--- src/rtl/sumador_serial_if.sv ---
// Request/result bundle for the digit-serial adder/subtractor.
interface sumador_serial_if #(
    parameter int unsigned WIDTH = 16
);
    logic             start;
    logic [WIDTH-1:0] a;
    logic [WIDTH-1:0] b;
    logic             cin;
    logic             sub;
    logic             busy;
    logic             done;
    logic [WIDTH-1:0] sum;
    logic             cout;
    logic             overflow;

    modport master (
        output start, a, b, cin, sub,
        input  busy, done, sum, cout, overflow
    );

    modport slave (
        input  start, a, b, cin, sub,
        output busy, done, sum, cout, overflow
    );
endinterface

--- src/rtl/sumador_serial.sv ---
// Multi-cycle adder/subtractor: DIGIT bits per clock through one shared slice,
// LSB digit first, with a registered carry and a start/busy/done handshake.
module sumador_serial #(
    parameter int unsigned WIDTH = 16,
    parameter int unsigned DIGIT = 4
) (
    input  logic             clk,
    input  logic             rst,
    sumador_serial_if.slave  bus
);
    localparam int unsigned N  = WIDTH / DIGIT;
    localparam int unsigned CW = (N > 1) ? $clog2(N) : 1;
    localparam int unsigned DW = DIGIT + 1;

    if (WIDTH < 1 || DIGIT < 1 || (WIDTH % DIGIT) != 0) begin : g_bad_params
        $error("sumador_serial: DIGIT must be >= 1 and divide WIDTH exactly");
    end

    typedef enum logic [1:0] {S_IDLE, S_RUN, S_DONE} state_t;

    state_t           state;
    logic [WIDTH-1:0] opa;
    logic [WIDTH-1:0] opb;
    logic [WIDTH-1:0] res;
    logic             carry;
    logic [CW-1:0]    cnt;

    logic [DIGIT-1:0] a_d;
    logic [DIGIT-1:0] b_d;
    logic [DIGIT-1:0] s_d;
    logic             c_out;
    logic             c_msb;
    logic [WIDTH-1:0] res_next;
    logic             last;

    // Shared digit slice; operands shift right so the live digit is always at the bottom.
    assign a_d          = opa[DIGIT-1:0];
    assign b_d          = opb[DIGIT-1:0];
    assign {c_out, s_d} = DW'(a_d) + DW'(b_d) + DW'(carry);
    // Carry into the slice MSB, recovered from its sum bit; only meaningful on the top digit.
    assign c_msb        = s_d[DIGIT-1] ^ a_d[DIGIT-1] ^ b_d[DIGIT-1];
    assign res_next     = (res >> DIGIT) | (WIDTH'(s_d) << (WIDTH - DIGIT));
    assign last         = (cnt == CW'(N - 1));

    always_ff @(posedge clk or posedge rst) begin
        if (rst) begin
            state        <= S_IDLE;
            opa          <= '0;
            opb          <= '0;
            res          <= '0;
            carry        <= 1'b0;
            cnt          <= '0;
            bus.busy     <= 1'b0;
            bus.done     <= 1'b0;
            bus.sum      <= '0;
            bus.cout     <= 1'b0;
            bus.overflow <= 1'b0;
        end else begin
            case (state)
                S_IDLE, S_DONE: begin
                    bus.done <= 1'b0;
                    if (bus.start) begin
                        opa      <= bus.a;
                        opb      <= bus.sub ? ~bus.b : bus.b;
                        carry    <= bus.sub ? 1'b1 : bus.cin;
                        cnt      <= '0;
                        res      <= '0;
                        bus.busy <= 1'b1;
                        state    <= S_RUN;
                    end else begin
                        state    <= S_IDLE;
                    end
                end
                S_RUN: begin
                    opa   <= opa >> DIGIT;
                    opb   <= opb >> DIGIT;
                    res   <= res_next;
                    carry <= c_out;
                    cnt   <= cnt + CW'(1);
                    if (last) begin
                        bus.sum      <= res_next;
                        bus.cout     <= c_out;
                        bus.overflow <= c_msb ^ c_out;
                        bus.busy     <= 1'b0;
                        bus.done     <= 1'b1;
                        state        <= S_DONE;
                    end
                end
                default: state <= S_IDLE;
            endcase
        end
    end
endmodule
--- src/flat_wrapper.sv ---
// flat-port wrapper written by rule: the top's interface ports become plain ports
module sumador_serial_flat 
#(
    parameter int unsigned WIDTH = 16,
    parameter int unsigned DIGIT = 4
)
  (clk, rst, bus_start, bus_a, bus_b, bus_cin, bus_sub, bus_busy, bus_done, bus_sum, bus_cout, bus_overflow);
  sumador_serial_if #(.WIDTH(WIDTH)) bus_i ();
  input  logic clk;
  input  logic rst;
  input wire logic [$bits(bus_i.start)-1:0] bus_start;
  input wire logic [$bits(bus_i.a)-1:0] bus_a;
  input wire logic [$bits(bus_i.b)-1:0] bus_b;
  input wire logic [$bits(bus_i.cin)-1:0] bus_cin;
  input wire logic [$bits(bus_i.sub)-1:0] bus_sub;
  output wire logic [$bits(bus_i.busy)-1:0] bus_busy;
  output wire logic [$bits(bus_i.done)-1:0] bus_done;
  output wire logic [$bits(bus_i.sum)-1:0] bus_sum;
  output wire logic [$bits(bus_i.cout)-1:0] bus_cout;
  output wire logic [$bits(bus_i.overflow)-1:0] bus_overflow;
  assign bus_i.start = bus_start;
  assign bus_i.a = bus_a;
  assign bus_i.b = bus_b;
  assign bus_i.cin = bus_cin;
  assign bus_i.sub = bus_sub;
  assign bus_busy = bus_i.busy;
  assign bus_done = bus_i.done;
  assign bus_sum = bus_i.sum;
  assign bus_cout = bus_i.cout;
  assign bus_overflow = bus_i.overflow;
  sumador_serial #(.WIDTH(WIDTH), .DIGIT(DIGIT)) u_core (.clk(clk), .rst(rst), .bus(bus_i));
endmodule
--- config.mk ---
export PLATFORM = sky130hd
export DESIGN_NAME = sumador_serial_flat
export DESIGN_NICKNAME = d
export VERILOG_FILES = /design/src/rtl/sumador_serial_if.sv /design/src/rtl/sumador_serial.sv /design/src/flat_wrapper.sv
export SDC_FILE = /design/constraint.sdc
export NUM_CORES = 1
export LEC_CHECK = 0
export CAP_MARGIN = 20
export CORE_MARGIN = 8
export CORE_UTILIZATION = 30
export CTS_CLUSTER_DIAMETER = 50
export DETAILED_ROUTE_END_ITERATION = 6
export PLACE_DENSITY = 0.57
export SETUP_SLACK_MARGIN = 0.3
export SLEW_MARGIN = 20
export SYNTH_ARGS = -nofsm -noshare
export SYNTH_HDL_FRONTEND = slang
export SYNTH_SLANG_ARGS = --single-unit
--- constraint.sdc ---
create_clock -name clk -period 2.7 [get_ports clk]
set_input_delay 0.81 -clock clk [delete_from_list [all_inputs] [get_ports clk]]
set_output_delay 0.81 -clock clk [all_outputs]
set_load 0.005 [all_outputs]
==> results.md, run 1 <==
- Status: complete, no violations
- Avg Cell Area, Syn: 12.5 um2
- Clock Pin Slew Worst Setup and Hold Paths: 0.07 ns
- Fin worst setup slack: 0.649 ns
- DP HPWL: 4550 um
- Synth Flop Type: dfrtp_1
- Async set or reset register ratio after synthesis: 100%
- Crit-path slowest cell: clkdlybuf4s50_1
- Rows: 37
- Most common cell after layout, fill and taps aside: dfrtp_1
- Tot Pwr: 4.63 mW
- H-tree depth: 3
- Peak VDD IR: 0.386 mV
- Worst Setup Path Type: register to output port
- Setup crit start kind: register
- Clock buffer count from CTS: 9
- Vias in the first global route: 2120
- Final Wtd Congestion: 0.693
- Max clock buf depth: 2
- Power Dens Cells: 1180 nW/um2
- Vias: 1984
- Die H: 117 um
- Synth warnings: 0
- Unrepaired setup endpoints after global routing: no
- Critical Path, Cell by Cell: clkdlybuf4s50_1
- Crit path max fanout: 2
- CP top delay family: buffers and inverters
- IO Count: 57
- GRT Residual Overflow: 0
- Endpoints failing setup: 0
- Worst slew pin tran: 0.620 ns
- Initial antenna violation count: 0
- Cells after synthesis: 244
- Final Skew: 0.0108 ns
- Clk_lat worst skew: 0.35 ns
- Layout Utilization: 39.0%
- GRT Total Usage: 9.87%
- Layout cells sized above 1: 12.8%
- # DRC: 0
- Relative slew slack: 58.7%
- Sequential cell area fraction in the yosys report: 56.6%
- Leak Pwr: 1.78 nW
- CP required: 1.89 ns
- Mapped Nets: 287
- Min Tclk post-route: 2.05 ns
- Die ar.: 13700 um2
- Detailed Routing Iterations Pass 1: 4
- Root buf cell: clkbuf_8
- CP Capture Type: output port
- # diodes: 0
- Largest net degree at the start of global routing: 47
- Cts repair resizes: 0
- CP peak stage delay: 0.52 ns
- Hold_buf cts: 0
- PortBufs: 56
- Core area: 10100 um2
- Max_cap viols: 0
- Clk sinks: 69
- Worst Hold Class: register to register
- Global-route wire length before repair: 10300 um
- CTS tree: built
- Fmax: 0.488 GHz
- Most frequent cells in the layout: 69 x dfrtp_1, 56 x clkdlybuf4s50_1, 34 x nand2_1
- Total wire length: 6340 um
- Number of library cell types mapped by synthesis: 28
- Buf/Inv on CP: 1
- Final Hold Vio Count: 0
- Initial core utilization: 30.2%
- Layout area overhead: 29.0%
- Die Wd: 117 um
- Synthesized cell area: 3050 um2
- Setup Buffers After CTS: 0
- Dpl ws: 0.351 ns
- Pins Over Slew Limit: 0
- Part of the cycle the worst path needs: 76.0%
- Antenna-violating nets left: 0
- Routed len/inst: 14.4 um
- TNS Setup: 0 ns
- Via density per instance: 4.51
- #FFs+latches synth: 69
- Post-synth EDFFs: 0
- DRT iter0 DRCs: 95
- Worst Path Arrival: 1.24 ns
- Post-layout net count: 342
-- per-layer routing --
| layer | share of wire [%] | global-route usage [%] | up-vias |
|---|---|---|---|
| met2 | 44 | 14.7 | 49 |
| met4 | 2.0 | 5.63 | 0 |
| met5 | 0 | 0 | - |
| met1 | 48 | 12.4 | 958 |
| li1 | - | - | 966 |
| met3 | 6.2 | 3.13 | 11 |
-- synthesized netlist by cell type, drive strengths merged (4+ instances only) --
library cell / number / area (um2)
nand2: 35 / 139
a22o: 16 / 140
a221o: 13 / 130
ha: 4 / 50.1
nor2: 16 / 76.3
dfrtp: 69 / 1730
inv: 5 / 18.8
mux2: 15 / 218
buf: 16 / 116
a22oi: 11 / 82.6
o21ai: 11 / 55.1
xnor2: 20 / 175
-- report_power, final --
group | total [mW] | switching [mW] | internal [mW] | leakage (nW)
sequential | 1.79 | 0.291 | 1.50 | 0.873
clock | 0.939 | 0.371 | 0.568 | 0.116
combinational | 1.90 | 0.868 | 1.03 | 0.792
total | 4.63 | 1.53 | 3.10 | 1.78
-- area by class of cell --
class                   count  area, um2
clock buffers              12        155
clock inverters             4       70.1
fillers                  1027       6160
inverters                   5       22.5
multi-input cells         154       1190
flip-flops and latches     69       1730
well taps                 136        170
repair buffers             60        603
-- path summary, 6_finish.rpt --
kind                                     from             endpoint  slack [ns]  cells after the start
max                        u_core.bus.sum[13]          bus_sum[13]        0.65                      1
min                             u_core.opa[7]        u_core.opa[7]        0.48                      2
max reg2reg                      u_core.carry  u_core.bus.overflow        0.74                      8
min reg2reg                     u_core.opa[7]        u_core.opa[7]        0.48                      2
max in group asynchronous                 rst        u_core.opb[7]        1.32                      3
min in group asynchronous                 rst    u_core.bus.sum[4]        0.83                      2
-- logic make-up after synthesis --
| kind of cell | count (synthesis) | synth area share [%] |
|---|---|---|
| DFF | 69 | 56.6 |
| and+or+nand+nor | 57 | 8.53 |
| AOI/OAI and AO/OA | 55 | 14.3 |
| xor gates and xnor gates | 21 | 6.03 |
| buffers and inverters | 21 | 4.43 |
| muxes | 15 | 7.14 |
| adders and majority gates | 6 | 2.95 |
-- sequential cells by signal (all words and copies together), names as in the netlist --
| name | count |
|---|---|
| u_core.cnt | 2 |
| u_core.res | 12 |
| u_core.bus.done | 1 |
| u_core.state | 2 |
| u_core.bus.busy | 1 |
| u_core.bus.cout | 1 |
| u_core.opa | 16 |
| u_core.bus.overflow | 1 |
| u_core.carry | 1 |
| u_core.bus.sum | 16 |
| u_core.opb | 16 |
-- metrics by stage --
stage	hold slack, ns	area [um2]	instances
2_1_floorplan	0.446	3050	244
3_3_place_gp	0.460	3710	424
3_5_place_dp	0.463	3710	424
4_1_cts	0.481	3940	440
5_1_grt	0.510	3940	440
6_report	0.478	3940	440
Note: power is estimated with default switching activity, not from simulation.
==> run 2: changes to the inputs <==
- clock period: 2.7 -> 1.9 ns (I/O delays scaled with it)
==> run 2 against run 1 <==
Against the previous run: combinational power rose by 72%; first-iteration DRC count shrank 3.2%; critical path depth rose by 7; sequential power up 41%; critical path type is now register to register; largest cell class unchanged; highest routed layer unchanged.
==> results.md, run 2 (synthesized netlist as in run 1, its figures left out) <==
- Hold EP: u_core.bus.sum[13]
- Endpoints failing setup: 0
- Clk sinks: 69
- Hold path depth: 2
- Detailed Routing Iterations Pass 1: 4
- Clock Pin Slew Worst Setup and Hold Paths: 0.07 ns
- Worst Setup Path Type: register to register
- Vias in the first global route: 2165
- Routed len/inst: 14.6 um
- Clock share of power: 21.6%
- Fmax: 0.556 GHz
- Final Skew: 0.00735 ns
- Unrepaired setup endpoints after global routing: yes
- TNS Setup: 0 ns
- Rows: 37
- Switching pwr: 2.45 mW
- Fill count: 1011
- Via density per instance: 4.53
- Total wire length: 6750 um
- Root buf cell: clkbuf_8
- Layout Utilization: 41.9%
- Min Tclk post-route: 1.80 ns
- H-tree depth: 3
- Die H: 117 um
- Final Wtd Congestion: 0.706
- Die ar.: 13700 um2
- Pins Over Slew Limit: 0
- GRT Residual Overflow: 0
- Max_cap viols: 0
- Post-layout net count: 365
- Worst Path Arrival: 2.02 ns
- Crit path from: u_core.carry
- Vias: 2098
- CTS tree: built
- CP Capture Type: register
- Initial core utilization: 30.2%
- Finished Cell Area: 4230 um2
- Sequential share of power: 34.2%
- Switching Fraction: 33.2%
- Clk_lat worst skew: 0.33 ns
- Crit-path slowest cell: dfrtp_1
- Layout area overhead: 38.5%
- Worst Hold Class: register to register
- Global-route wire length before repair: 11000 um
- CP required: 2.12 ns
- Hold Startpoint: u_core.bus.sum[13]
- Clock buffer count from CTS: 9
- Combinational Power Share: 44.2%
- Core area: 10100 um2
- # DRC: 0
- Worst reg2reg path endpoint: u_core.bus.overflow
- Hold_buf cts: 0
- # diodes: 0
- Layout cells sized above 1: 21.7%
- Initial antenna violation count: 0
- IO Count: 57
- Fin worst setup slack: 0.102 ns
- Top flop regs: u_core.bus.sum x16, u_core.opa x16, u_core.opb x16
- Most common cell after layout, fill and taps aside: dfrtp_1
- Antenna-violating nets left: 0
- Power Dens Cells: 1750 nW/um2
- Worst slew pin tran: 0.384 ns
- Setup crit start kind: register
- Max clock buf depth: 2
- DRT iter0 DRCs: 92
- Tot Pwr: 7.38 mW
- Worst r2r path cells: 8
- GRT Total Usage: 10.5%
- Area of placed instances: 3780 um2
- Leak Pwr: 1.99 nW
- Dpl ws: -0.117 ns
- Critical Path, Cell by Cell: fa_2 > inv_2 > fa_2 > nand2b_4 > o2bb2ai_4 > xnor2_1 > xnor2_1 > o21ai_1
- DP HPWL: 4450 um
- Part of the cycle the worst path needs: 94.7%
- Internal: 4.93 mW
- Most frequent cells in the layout: 69 x dfrtp_1, 36 x clkdlybuf4s50_1, 34 x nand2_1
- Largest net degree at the start of global routing: 70
- Status: complete, no violations
- Crit path max fanout: 2
- Buf/Inv on CP: 1
- CP peak stage delay: 0.40 ns
- Relative slew slack: 74.4%
- Final Hold Vio Count: 0
- CP top delay family: adder cells
- R2r setup slk: 0.10 ns
- Crit Reg-Reg Startpoint: u_core.carry
- Peak VDD IR: 0.659 mV
- Die Wd: 117 um
- PortBufs: 56
==> run 2: worst max path at each step <==
stage	end	slack [ns]	depth (start not counted)
floorplan	u_core.bus.overflow	0.18	8
detailed placement	u_core.opb[11]	-0.12	4
global placement	u_core.carry	-0.08	5
finish	u_core.bus.overflow	0.10	8
global route	u_core.bus.overflow	0.02	8
CTS	u_core.bus.overflow	0.09	8
==> run 2: power groups by stage <==
stage	combinational, mW	clock, mW	sequential [mW]
2_1_floorplan	2.04	0	2.47
3_3_place_gp	2.82	0	2.55
3_5_place_dp	2.89	0	2.57
4_1_cts	3.14	1.63	2.53
5_1_grt	3.57	1.69	2.61
6_report	3.26	1.59	2.52
==> run 2: area by class of cell <==
cell class / instances / area [um2] / share of cell area, %
sequential: 69 / 1730 / 40.9
multi-input combinational: 156 / 1260 / 29.8
timing repair buffer: 81 / 773 / 18.3
tap: 136 / 170 / 4.03
clock buffer: 10 / 138 / 3.26
clock inverter: 6 / 134 / 3.17
inverter: 5 / 22.5 / 0.533
==> run 2: per-stage QoR <==
stage | hold WS, ns | std cells
after floorplan | 0.446 | 244
after global placement | 0.461 | 428
after detailed placement | 0.463 | 428
after CTS | 0.482 | 454
after global routing | 0.494 | 463
final | 0.476 | 463
==> run 2: metal layers <==
metal	track usage [%]	wire, um
met1	12.9	3150
met2	16.8	3100
met3	3.85	431
met4	3.07	65
met5	0	0
==> run 2: worst reg2reg max path, delay by kind of cell, from the launching register on <==
family	cells	cell delay, ns
AOI/OAI and AO/OA	2	0.20
and+or+nand+nor	1	0.13
DFF	1	0.40
buffers and inverters	1	0.06
xor gates and xnor gates	2	0.31
adders and majority gates	2	0.59
==> run 2: what timing repair did <==
item / 4_1_cts / 5_1_grt
gates cloned: 2 / 0
resized for setup: 28 / 7
buffers inserted: 8 / 9
pin swaps: 7 / 1
setup endpoints to repair: 60 / 39
